### src/rtl/sump_cmd_assembler.sv
// Groups UART bytes into SUMP short (1-byte) and long (opcode + 4 data bytes)
// commands and presents them on a single-entry valid/ready output register.
module sump_cmd_assembler #(
    parameter int TIMEOUT_CYCLES = 1000000,
    parameter bit MSB_FIRST      = 1'b0
) (
    input  logic        clock,
    input  logic        reset,
    input  logic [7:0]  rx_data,
    input  logic        rx_valid,
    output logic        cmd_valid,
    input  logic        cmd_ready,
    output logic [7:0]  cmd_opcode,
    output logic [31:0] cmd_data,
    output logic        cmd_long,
    output logic        timeout_err,
    output logic        overrun_err,
    input  logic        clear_err
);
    localparam int TW = (TIMEOUT_CYCLES < 2) ? 1 : $clog2(TIMEOUT_CYCLES + 1);
    localparam logic [TW-1:0] TLIM = TW'(TIMEOUT_CYCLES);

    typedef enum logic [1:0] {S_IDLE, S_COLLECT, S_HOLD} state_t;

    state_t          r_state, w_state_nxt;
    logic [1:0]      r_cnt;
    logic [7:0]      r_op;
    logic [31:0]     r_shift;
    logic [TW-1:0]   r_tcnt;

    logic            w_hs, w_load_short, w_start_long, w_take_byte, w_load_long;
    logic            w_timeout, w_overrun;
    logic [1:0]      w_pos;
    logic [31:0]     w_payload;

    assign w_hs      = cmd_valid & cmd_ready;
    assign w_pos     = MSB_FIRST ? (2'd3 - r_cnt) : r_cnt;
    // A byte arriving in the limit cycle wins over the timeout.
    assign w_timeout = (TIMEOUT_CYCLES != 0) && (r_state == S_COLLECT) &&
                       !rx_valid && (r_tcnt == TLIM);

    always_comb begin
        w_payload = r_shift;
        w_payload[{w_pos, 3'b000} +: 8] = rx_data;
    end

    always_comb begin
        w_state_nxt  = r_state;
        w_load_short = 1'b0;
        w_start_long = 1'b0;
        w_take_byte  = 1'b0;
        w_load_long  = 1'b0;
        w_overrun    = 1'b0;
        case (r_state)
            S_IDLE, S_HOLD: begin
                // HOLD behaves as IDLE on the handshake cycle so back-to-back bytes are not lost.
                if (r_state == S_HOLD && !w_hs) begin
                    w_overrun = rx_valid;
                end else begin
                    if (r_state == S_HOLD) w_state_nxt = S_IDLE;
                    if (rx_valid) begin
                        if (rx_data[7]) begin
                            w_start_long = 1'b1;
                            w_state_nxt  = S_COLLECT;
                        end else begin
                            w_load_short = 1'b1;
                            w_state_nxt  = S_HOLD;
                        end
                    end
                end
            end
            S_COLLECT: begin
                if (rx_valid) begin
                    w_take_byte = 1'b1;
                    if (r_cnt == 2'd3) begin
                        w_load_long = 1'b1;
                        w_state_nxt = S_HOLD;
                    end
                end else if (w_timeout) begin
                    w_state_nxt = S_IDLE;
                end
            end
            default: w_state_nxt = S_IDLE;
        endcase
    end

    always_ff @(posedge clock) begin
        if (reset) begin
            r_state     <= S_IDLE;
            r_cnt       <= 2'd0;
            r_op        <= 8'd0;
            r_shift     <= 32'd0;
            r_tcnt      <= '0;
            cmd_valid   <= 1'b0;
            cmd_opcode  <= 8'd0;
            cmd_data    <= 32'd0;
            cmd_long    <= 1'b0;
            timeout_err <= 1'b0;
            overrun_err <= 1'b0;
        end else begin
            r_state   <= w_state_nxt;
            cmd_valid <= (w_state_nxt == S_HOLD);
            if (w_load_short) begin
                cmd_opcode <= rx_data;
                cmd_data   <= 32'd0;
                cmd_long   <= 1'b0;
            end
            if (w_start_long) begin
                r_op    <= rx_data;
                r_shift <= 32'd0;
                r_cnt   <= 2'd0;
            end
            if (w_take_byte) begin
                r_shift <= w_payload;
                r_cnt   <= r_cnt + 2'd1;
            end
            if (w_load_long) begin
                cmd_opcode <= r_op;
                cmd_data   <= w_payload;
                cmd_long   <= 1'b1;
            end
            if (r_state == S_COLLECT && !rx_valid && !w_timeout)
                r_tcnt <= r_tcnt + 1'b1;
            else
                r_tcnt <= '0;
            if (w_timeout)      timeout_err <= 1'b1;
            else if (clear_err) timeout_err <= 1'b0;
            if (w_overrun)      overrun_err <= 1'b1;
            else if (clear_err) overrun_err <= 1'b0;
        end
    end
endmodule

### config.mk
export PLATFORM = sky130hd
export DESIGN_NAME = sump_cmd_assembler
export DESIGN_NICKNAME = d
export VERILOG_FILES = /design/src/rtl/sump_cmd_assembler.sv
export SDC_FILE = /design/constraint.sdc
export NUM_CORES = 1
export LEC_CHECK = 0
export CAP_MARGIN = 20
export CORE_MARGIN = 1.5
export CORE_UTILIZATION = 67
export CTS_CLUSTER_DIAMETER = 150
export DETAILED_ROUTE_END_ITERATION = 8
export DONT_BUFFER_PORTS = 1
export GPL_ROUTABILITY_DRIVEN = 0
export MAX_ROUTING_LAYER = met4
export PLACE_DENSITY = 0.82
export SYNTH_ARGS = -nofsm -noshare
export SYNTH_HDL_FRONTEND = slang
export SYNTH_SLANG_ARGS = --single-unit
### constraint.sdc
create_clock -name clock -period 4.7 [get_ports clock]
set_clock_uncertainty 0.2 [all_clocks]
set_input_delay 0.705 -clock clock [delete_from_list [all_inputs] [get_ports clock]]
set_output_delay 0.705 -clock clock [all_outputs]
set_load 0.03 [all_outputs]
==> implementation parameters, run 1 <==
Parameter                              Value

Global routing
  GR Overflow Total    0
  Number of global-route vias before repair    3,363
  Initial antenna violation count    0
  Maximum number of pins on one net before global-route repair    82
  Overall fraction of global-route tracks in use    0.2789
  First-pass GRT wire length    15,860 um

Clock tree
  Number of resized instances in the post-cts repair step    0
  Number of buffers inserted by hold repair at cts    0
  Maximum number of buffers from clock root to sink    2
  Clk_lat worst skew    0.36 ns
  Clock buffers created by TritonCTS    9
  Clock transition at the registers of the reported paths    0.09 ns
  Clock Sinks    108
  Clock tree from TritonCTS    built
  Number of H-tree levels    3
  Post-CTS repair timing setup buffer count    0
  Clock root cell    clkbuf_8

Worst setup path
  Data arrival at the endpoint of the critical path    2.56 ns
  Data required time of the worst path    4.76 ns
  Worst setup EP type    flip-flop
  Setup CP Type    flip-flop to flip-flop
  Startpoint class of the critical path    flip-flop
  Max Fanout on Critical Path    11

Power and ir drop
  IR Drop Worst-Case VDD    184.6 uV
  Power density relative to cell area    333.4 mW/mm^2
  Static leakage power    1.706 nW
  Overall power after layout    0.001595 W

Drt
  Average detailed-routed wire length per instance    17.61 um
  Number of antenna-violating nets in the routed design    0
  Via density    6.602
  Sum of routed wire length over all layers    9683 um
  Count of vias placed by the detailed router    3,631
  Pre-Repair DR Iteration Count    6
  Remaining routing DRC violations    4
  Iter 0 DRT Violations    253

STA
  Tightest Pin Transition    0.8484 ns
  Final Hold Fails    0
  Fin Setup TNS    0 ns
  Fin. max-slew vios    0
  RSZ-0062 raised after global routing    no
  Relative slew slack    0.4344
  Period utilisation layout    0.5326
  Crit path time final    2.503 ns
  Number of setup violations in the final report    0
  Achievable frequency    399.5 MHz

Placement
  Post-detail-place hpwl    6225 um
  Port Buf Inserts    0

Floorplan
  Placeable core region    0.006459 mm^2
  I/O pins    57
  Row cnt    29
  Floorplan die width    85.49 um
  Starting Density    0.7059
  Die Outline Area    0.007309 mm^2
  Die Ht    85.49 um

Layout
  Final layout net count    489
  Layout-stage area growth over the synthesis result    4.912%
  Ratio of cells with drive above 1 in the final layout    0.1099
  Number of diodes added for antenna fixing    0

Synthesis
  Main synth FF type    dfxtp_1
  Share of synthesized area spent on multiplexers    0.03074
  FFs w/ async S/R, synth    0
  Total standard cell area after synthesis    0.004559 mm^2
  Arithmetic-cell share of the synthesized area counting full adders, half adders and majority gates    0.02195
  Post-Synthesis Net Count    503
  Simple-Gate Fraction of Synth Area    0.1737
  Compound-Gate Fraction of Synth Area    0.2269
  Register area share after synthesis    0.4742
  Number of warnings issued by yosys    0
  Number of flops mapped to enable cells by yosys    0
  Synthesized-area fraction occupied by xor and xnor cells    0.02497
  Netlist cell types    48
  Synth Area per Inst    9.459 um^2
  #FFs+latches synth    108
  Cells after Synth    482
  Dominant combinational cell family by area after synthesis    compound AO/OA/AOI/OAI gates

Status
  Run status    complete, but fails checks
  Failing checks    design-rule violations

Min path
  Type of the most critical hold path    input pin to flip-flop

Job
  Max-cap check violation count    0
## critical path, cell delays in order (launching register included)
cell and delay [ns]:
dfxtp_1 0.42, or4b_1 0.45, or3_4 0.39, o211ai_2 0.56, buf_8 0.24, buf_4 0.12
nor2_2 0.03
## kinds of logic after synthesis
group	count (synthesis)
fa+ha+maj	8
mux	14
buf+inv	50
xor+xnor	13
simple gates	157
compound gates	132
flops	108
## where the power goes
part           switching (W)   total, W  internal [W]
Clock               0.000305   0.000567      0.000262
Combinational      0.0000521  0.0000841     0.0000320
Sequential         0.0000173   0.000943      0.000926
## stage by stage
stage	hold WS (ns)	worst slack, ns	std cells	util	area (um^2)
after detailed placement	0.2303	2.010	534	0.7096	4583
after global routing	0.2027	2.078	550	0.7406	4783
final	0.2137	2.197	550	0.7406	4783
after floorplan	0.2258	2.558	482	-	4559
after global placement	0.2283	1.937	533	0.7073	4568
after CTS	0.2030	2.199	550	0.7406	4783
## layer usage
layer / vias to the layer above / GRT usage / wire length, um
li1: 1735 / - / -
met1: 1736 / 0.3823 / 4374
met2: 142 / 0.4109 / 4373
met3: 18 / 0.05101 / 714
met4: 0 / 0.1100 / 220
met5: - / - / 0
## layout make-up
class                   instances  area, um^2
multi-input cells             324        2190
fillers                       487        1675
well taps                      77       96.34
clock inverters                 5       58.81
flip-flops and latches        108        2162
inverters                      16       60.06
clock buffers                  11       141.4
repair buffers                  9       75.07
## synth_stat cells, types with 2 or more instances
master,number,area [um^2]
a211oi_1,8,60.06
a21o_1,2,15.01
a21oi_1,16,80.08
a21oi_2,5,43.79
a22o_1,40,350.3
a22oi_1,25,187.7
a32oi_1,25,219.0
and3_1,4,25.02
buf_1,6,22.52
buf_2,3,15.01
buf_6,2,22.52
clkbuf_1,22,82.58
dfxtp_1,108,2162
ha_1,8,100.1
inv_1,15,56.30
mux2i_1,14,140.1
nand2_1,16,60.06
nand2b_1,3,18.77
nand3_1,19,95.09
nand4_1,5,31.28
nor2_1,66,247.7
nor2_2,15,93.84
nor2b_1,2,12.51
nor3_1,4,20.02
nor3b_1,2,15.01
nor4_1,3,18.77
nor4bb_1,3,30.03
o21ai_0,4,20.02
o31ai_1,3,22.52
or2_2,2,12.51
or3_1,2,12.51
or4_1,3,22.52
xnor2_1,11,96.34
xor2_1,2,17.52
## state kept, by name (all words and copies together) (netlist names)
signal       count
timeout_err      1
r_cnt            2
cmd_opcode       8
cmd_data        32
r_op             8
r_shift         32
cmd_valid        1
cmd_long         1
r_tcnt          20
overrun_err      1
r_state          2
## cells in the final DEF, fill, tap and decap left out, drive strengths merged, types with 2 or more instances in the layout
master and count:
nor3 4, or2 2, and3 4, clkinvlp 2, ha 8, or3 3
nand3 19, mux2i 14, clkinv 2, xor2 2, buf 9, a22o 40
a32oi 25, nor2 81, o21ai 4, nand4 5, or4 3, a21o 2
inv 16, a21oi 21, o31ai 3, nor3b 2, a22oi 25, nand2 16
clkbuf 11, nor2b 2, dfxtp 108, xnor2 11, a211oi 8, nand2b 3
nor4bb 3, nor4 3
## path summary, 6_finish.rpt
| path | from | to | slack, ns | cells past startpoint |
|---|---|---|---|---|
| setup / recovery | r_tcnt[6]$_SDFF_PP0_ | r_tcnt[10]$_SDFF_PP0_ | 2.20 | 6 |
| hold / removal | reset | cmd_data[12]$_SDFFE_PP0P_ | 0.21 | 1 |
| setup reg to reg | r_tcnt[6]$_SDFF_PP0_ | r_tcnt[10]$_SDFF_PP0_ | 2.20 | 6 |
| hold reg to reg | r_op[7]$_SDFFE_PP0P_ | r_op[7]$_SDFFE_PP0P_ | 0.25 | 2 |
Note: power is estimated with default switching activity, not from simulation.
==> run 2, diff against run 1 <==
- CORE_UTILIZATION: 67 -> 63
- PLACE_DENSITY: 0.82 -> 0.78
- clock period: 4.7 -> 2.46 ns (I/O delays scaled with it)
==> implementation parameters, run 2 (synthesis gave the netlist of run 1 again) <==
Parameter                              Value

Placement
  Port Buf Inserts    0
  Cell area reported after detailed placement    0.004612 mm^2
  Post-detail-place hpwl    6321 um

Worst setup path
  Cell with the largest stage delay on the worst path    dfxtp_1
  Cell family contributing the most delay on the critical path    simple AND/OR/NAND/NOR gates
  Delay of the slowest critical-path stage    0.52 ns
  Data arrival at the endpoint of the critical path    2.34 ns
  Data required time of the worst path    2.57 ns
  Max Fanout on Critical Path    10
  Startpoint class of the critical path    flip-flop
  Worst setup EP type    flip-flop
  Worst Path Buf+Inv    2
  Setup CP Type    flip-flop to flip-flop
  Sequence of cells on the critical path    inv_1, ha_1, nor4bb_1, buf_4, and3_1, a22o_1

Clock tree
  Clock buffers created by TritonCTS    9
  Number of resized instances in the post-cts repair step    0
  Number of H-tree levels    3
  Clk_lat worst skew    0.37 ns
  Clock Sinks    108
  Maximum number of buffers from clock root to sink    2
  Clock root cell    clkbuf_8
  Clock tree from TritonCTS    built
  Clock transition at the registers of the reported paths    0.10 ns

Drt
  Pre-Repair DR Iteration Count    5
  Sum of routed wire length over all layers    10,560 um
  Via density    6.370
  Remaining routing DRC violations    0
  Count of vias placed by the detailed router    3,682
  Iter 0 DRT Violations    192
  Average detailed-routed wire length per instance    18.27 um
  Number of antenna-violating nets in the routed design    0

Global routing
  Overall fraction of global-route tracks in use    0.2920
  Number of global-route vias before repair    3,309
  First-pass GRT wire length    16,850 um
  Maximum number of pins on one net before global-route repair    80
  Initial antenna violation count    0
  GR Overflow Total    0

STA
  Period utilisation layout    0.9067
  Number of setup violations in the final report    0
  Worst hold margin    0.01650 ns
  Achievable frequency    448.3 MHz
  Fin. max-slew vios    0
  Tightest Pin Transition    0.8597 ns
  Final Hold Fails    0
  RSZ-0062 raised after global routing    no
  Fin Setup TNS    0 ns
  Relative slew slack    0.4269
  Crit path time final    2.230 ns

Layout
  Most frequent cells in the layout    dfxtp_1 (108), nor2_1 (66), a22o_1 (40)
  Final layout net count    500
  Filler cell count    550
  Number of diodes added for antenna fixing    0
  Most frequent standard cell in the layout excluding fill and tap cells    dfxtp_1
  Sequential cell area in the final layout    0.002162 mm^2
  Area of the multi-input gates    0.002190 mm^2
  Ratio of cells with drive above 1 in the final layout    0.1058
  Final design instance area without fill    0.004920 mm^2
  Layout-stage area growth over the synthesis result    7.903%
  Biggest registers after layout    cmd_data x32, r_shift x32, r_tcnt x20

Job
  Max-cap check violation count    0

Floorplan
  Placeable core region    0.006907 mm^2
  Row cnt    30
  Floorplan die width    88.07 um
  Starting Density    0.6601
  Die Outline Area    0.007756 mm^2
  Die Ht    88.07 um
  I/O pins    57

Status
  Run status    completed

Power and ir drop
  Power density relative to cell area    618.2 mW/mm^2
  Static leakage power    1.750 nW
  IR Drop Worst-Case VDD    322.1 uV

Min path
  Type of the most critical hold path    input pin to flip-flop
run 2: stage by stage:
step | setup WS (ns) | total power (W) | util | std cells
global route | 0.01550 | 0.003149 | 0.7123 | 578
CTS | 0.2540 | 0.003048 | 0.7123 | 578
detailed placement | 0.2683 | 0.002006 | 0.6678 | 553
finish | 0.2296 | 0.003041 | 0.7123 | 578
floorplan | 0.3179 | 0.001986 | - | 482
global placement | 0.3803 | 0.002001 | 0.6678 | 553
run 2: routing by layer:
metal	up-vias	part of all wire	GRT usage	routed length (um)
met2	145	0.47	0.4573	4934
met5	-	0	-	0
li1	1760	-	-	-
met4	0	0.018	0.09233	192
met1	1756	0.44	0.3669	4640
met3	21	0.075	0.08011	793
run 2: timing repair:
item	CTS	global route
endpoints found under the hold margin	87	0
endpoints found under the setup margin	0	0
buffers inserted	0	0
hold buffers	11	0
run 2: path summary, 6_finish.rpt:
kind	depth (start not counted)	endpoint	start	slack [ns]
worst max register to register	6	r_shift[21]$_SDFFE_PP0P_	r_cnt[0]$_SDFFE_PP0P_	0.23
worst min register to register	2	r_op[7]$_SDFFE_PP0P_	r_op[7]$_SDFFE_PP0P_	0.27
worst max-delay path	6	r_shift[21]$_SDFFE_PP0P_	r_cnt[0]$_SDFFE_PP0P_	0.23
worst min-delay path	2	timeout_err$_SDFFE_PP0P_	clear_err	0.02
run 2: final cells by class:
type / instances / share of cell area
clock buffer: 10 / 0.02594
clock inverter: 4 / 0.01068
inverter: 16 / 0.01221
multi-input combinational: 324 / 0.4451
sequential: 108 / 0.4395
tap: 96 / 0.02442
timing repair buffer: 20 / 0.04222
run 2: worst reg2reg max path: stages, from the launching register on:
cell	delay, ns
dfxtp_1	0.52
inv_1	0.14
ha_1	0.37
nor4bb_1	0.22
buf_4	0.21
and3_1	0.33
a22o_1	0.18
run 2: report_power, final:
part | leakage, nW | switching, W | total [W] | internal [W]
Combinational | 0.798 | 0.000131 | 0.000210 | 0.0000783
Clock | 0.0805 | 0.000572 | 0.00103 | 0.000460
Sequential | 0.872 | 0.0000309 | 0.00180 | 0.00177
==> run 3, diff against run 2 <==
- CELL_PAD_IN_SITES_DETAIL_PLACEMENT: default -> 0
- CELL_PAD_IN_SITES_GLOBAL_PLACEMENT: default -> 1
- CORE_UTILIZATION: 63 -> 48
- PLACE_DENSITY: 0.78 -> 0.77
==> implementation parameters, run 3 (synthesis gave the netlist of run 1 again) <==
Parameter                              Value

Floorplan
  Die Ht    100.5 um
  I/O pins    57
  Placeable core region    0.009240 mm^2
  Starting Density    0.4934
  Row cnt    35
  Die Outline Area    0.01009 mm^2
  Floorplan die width    100.5 um

Layout
  Number of diodes added for antenna fixing    0
  Final layout net count    502
  Layout-stage area growth over the synthesis result    9.083%
  Biggest registers after layout    cmd_data x32, r_shift x32, r_tcnt x20
  Ratio of cells with drive above 1 in the final layout    0.1152
  Most frequent standard cell in the layout excluding fill and tap cells    dfxtp_1
  Most frequent cells in the layout    dfxtp_1 (108), nor2_1 (66), a22o_1 (40)
  Utilization after layout    0.5383

Clock tree
  Clock root cell    clkbuf_8
  Clk_lat worst skew    0.37 ns
  Clock buffers created by TritonCTS    9
  Clock transition at the registers of the reported paths    0.11 ns
  Number of buffers inserted by hold repair at cts    11
  Clock Sinks    108
  Number of resized instances in the post-cts repair step    0
  Maximum number of buffers from clock root to sink    2
  Clock tree from TritonCTS    built
  Post-CTS repair timing setup buffer count    0
  Number of H-tree levels    3

Global routing
  Overall fraction of global-route tracks in use    0.2372
  Maximum number of pins on one net before global-route repair    80
  Initial antenna violation count    0
  GR Overflow Total    0
  Number of global-route vias before repair    3,453
  First-pass GRT wire length    18,070 um

Worst setup path
  Data arrival at the endpoint of the critical path    2.34 ns
  Worst setup path endpoint    r_shift[16]$_SDFFE_PP0P_
  Flop-to-flop setup slack    0.23 ns
  Startpoint class of the critical path    flip-flop
  Sequence of cells on the critical path    inv_1, ha_1, nor4bb_1, buf_4, and3_1, a22o_1
  Data required time of the worst path    2.57 ns
  Worst setup EP type    flip-flop
  Max Fanout on Critical Path    10
  Capture instance of the worst register-to-register path    r_shift[16]$_SDFFE_PP0P_
  Setup crit start    r_cnt[0]$_SDFFE_PP0P_
  Cell with the largest stage delay on the worst path    dfxtp_1
  Delay of the slowest critical-path stage    0.52 ns
  Worst r2r path cells    6
  Reg-to-reg startpoint    r_cnt[0]$_SDFFE_PP0P_
  Setup CP Type    flip-flop to flip-flop

Drt
  Count of vias placed by the detailed router    3,607
  Sum of routed wire length over all layers    10,940 um
  Iter 0 DRT Violations    199
  Via density    5.865
  Average detailed-routed wire length per instance    17.78 um
  Number of antenna-violating nets in the routed design    0
  Remaining routing DRC violations    0
  Pre-Repair DR Iteration Count    5

Status
  Run status    completed

STA
  Worst hold margin    0.02118 ns
  Achievable frequency    448.3 MHz
  Period utilisation layout    0.9068
  Tightest Pin Transition    0.5845 ns
  Crit path time final    2.231 ns
  RSZ-0062 raised after global routing    no
  Fin. max-slew vios    0
  Fin Setup TNS    0 ns
  Number of setup violations in the final report    0
  Relative slew slack    0.6103
  Final Hold Fails    0
  Final critical-path setup slack    0.2293 ns

Placement
  Post-placement setup slack    0.2610 ns
  Post-detail-place hpwl    6599 um
  Port Buf Inserts    0

Min path
  Type of the most critical hold path    input pin to flip-flop
  Hold depth    2

Power and ir drop
  IR Drop Worst-Case VDD    281.7 uV
  Static leakage power    1.775 nW
  Power density relative to cell area    610.1 mW/mm^2

Job
  Max-cap check violation count    0
## run 3: changes by cell type in the layout (fill, tap and decap cells not counted), sizes merged
cell      delta
clkbuf       -1
clkinv       +2
buf          +2
clkinvlp     -3
inv          +5
bufinv       -1
## run 3: through the flow
stage          power (W)  cell area [um^2]  cells
2_1_floorplan   0.001986              4559    482
3_3_place_gp    0.002006              4668    588
3_5_place_dp    0.002008              4668    588
4_1_cts         0.003067              4974    615
5_1_grt         0.003166              4974    615
6_report        0.003034              4974    615
## run 3: area by class of cell
cell class	count	area, um^2
fillers	852	4267
multi-input cells	324	2190
flip-flops and latches	108	2162
repair buffers	22	222.7
well taps	129	161.4
clock buffers	9	123.9
inverters	16	60.06
clock inverters	7	53.80
## run 3: how the worst min path moves through the flow
stage | from | end | slack [ns]
after floorplan | r_op[7]$_SDFFE_PP0P_ | r_op[7]$_SDFFE_PP0P_ | 0.23
after global placement | r_op[7]$_SDFFE_PP0P_ | r_op[7]$_SDFFE_PP0P_ | 0.23
after detailed placement | r_op[7]$_SDFFE_PP0P_ | r_op[7]$_SDFFE_PP0P_ | 0.23
after CTS | rx_data[6] | cmd_opcode[6]$_SDFFE_PP0P_ | 0.006
after global routing | rx_data[5] | cmd_opcode[5]$_SDFFE_PP0P_ | 0.03
final | rx_data[3] | cmd_opcode[3]$_SDFFE_PP0P_ | 0.02
## run 3: layer usage
layer	vias up	track usage	wire length (um)
met5	-	-	0
met4	0	0.05959	160
met3	17	0.05687	670
met2	93	0.3694	5074
met1	1737	0.3122	5029
li1	1760	-	-
## run 3: power by group
group	switching [W]	internal [W]
registers	0.0000292	0.00177
clock network	0.000638	0.000384
logic	0.000133	0.0000799
total	0.000800	0.00223
## run 3: worst max-delay path: cells and delay by family (launching register included)
family / cells / cell delay [ns]
AO/OA/AOI/OAI: 1 / 0.18
adder cells (fa/ha/maj): 1 / 0.38
buffers and inverters: 2 / 0.35
flip-flops: 1 / 0.52
AND/OR/NAND/NOR: 2 / 0.56
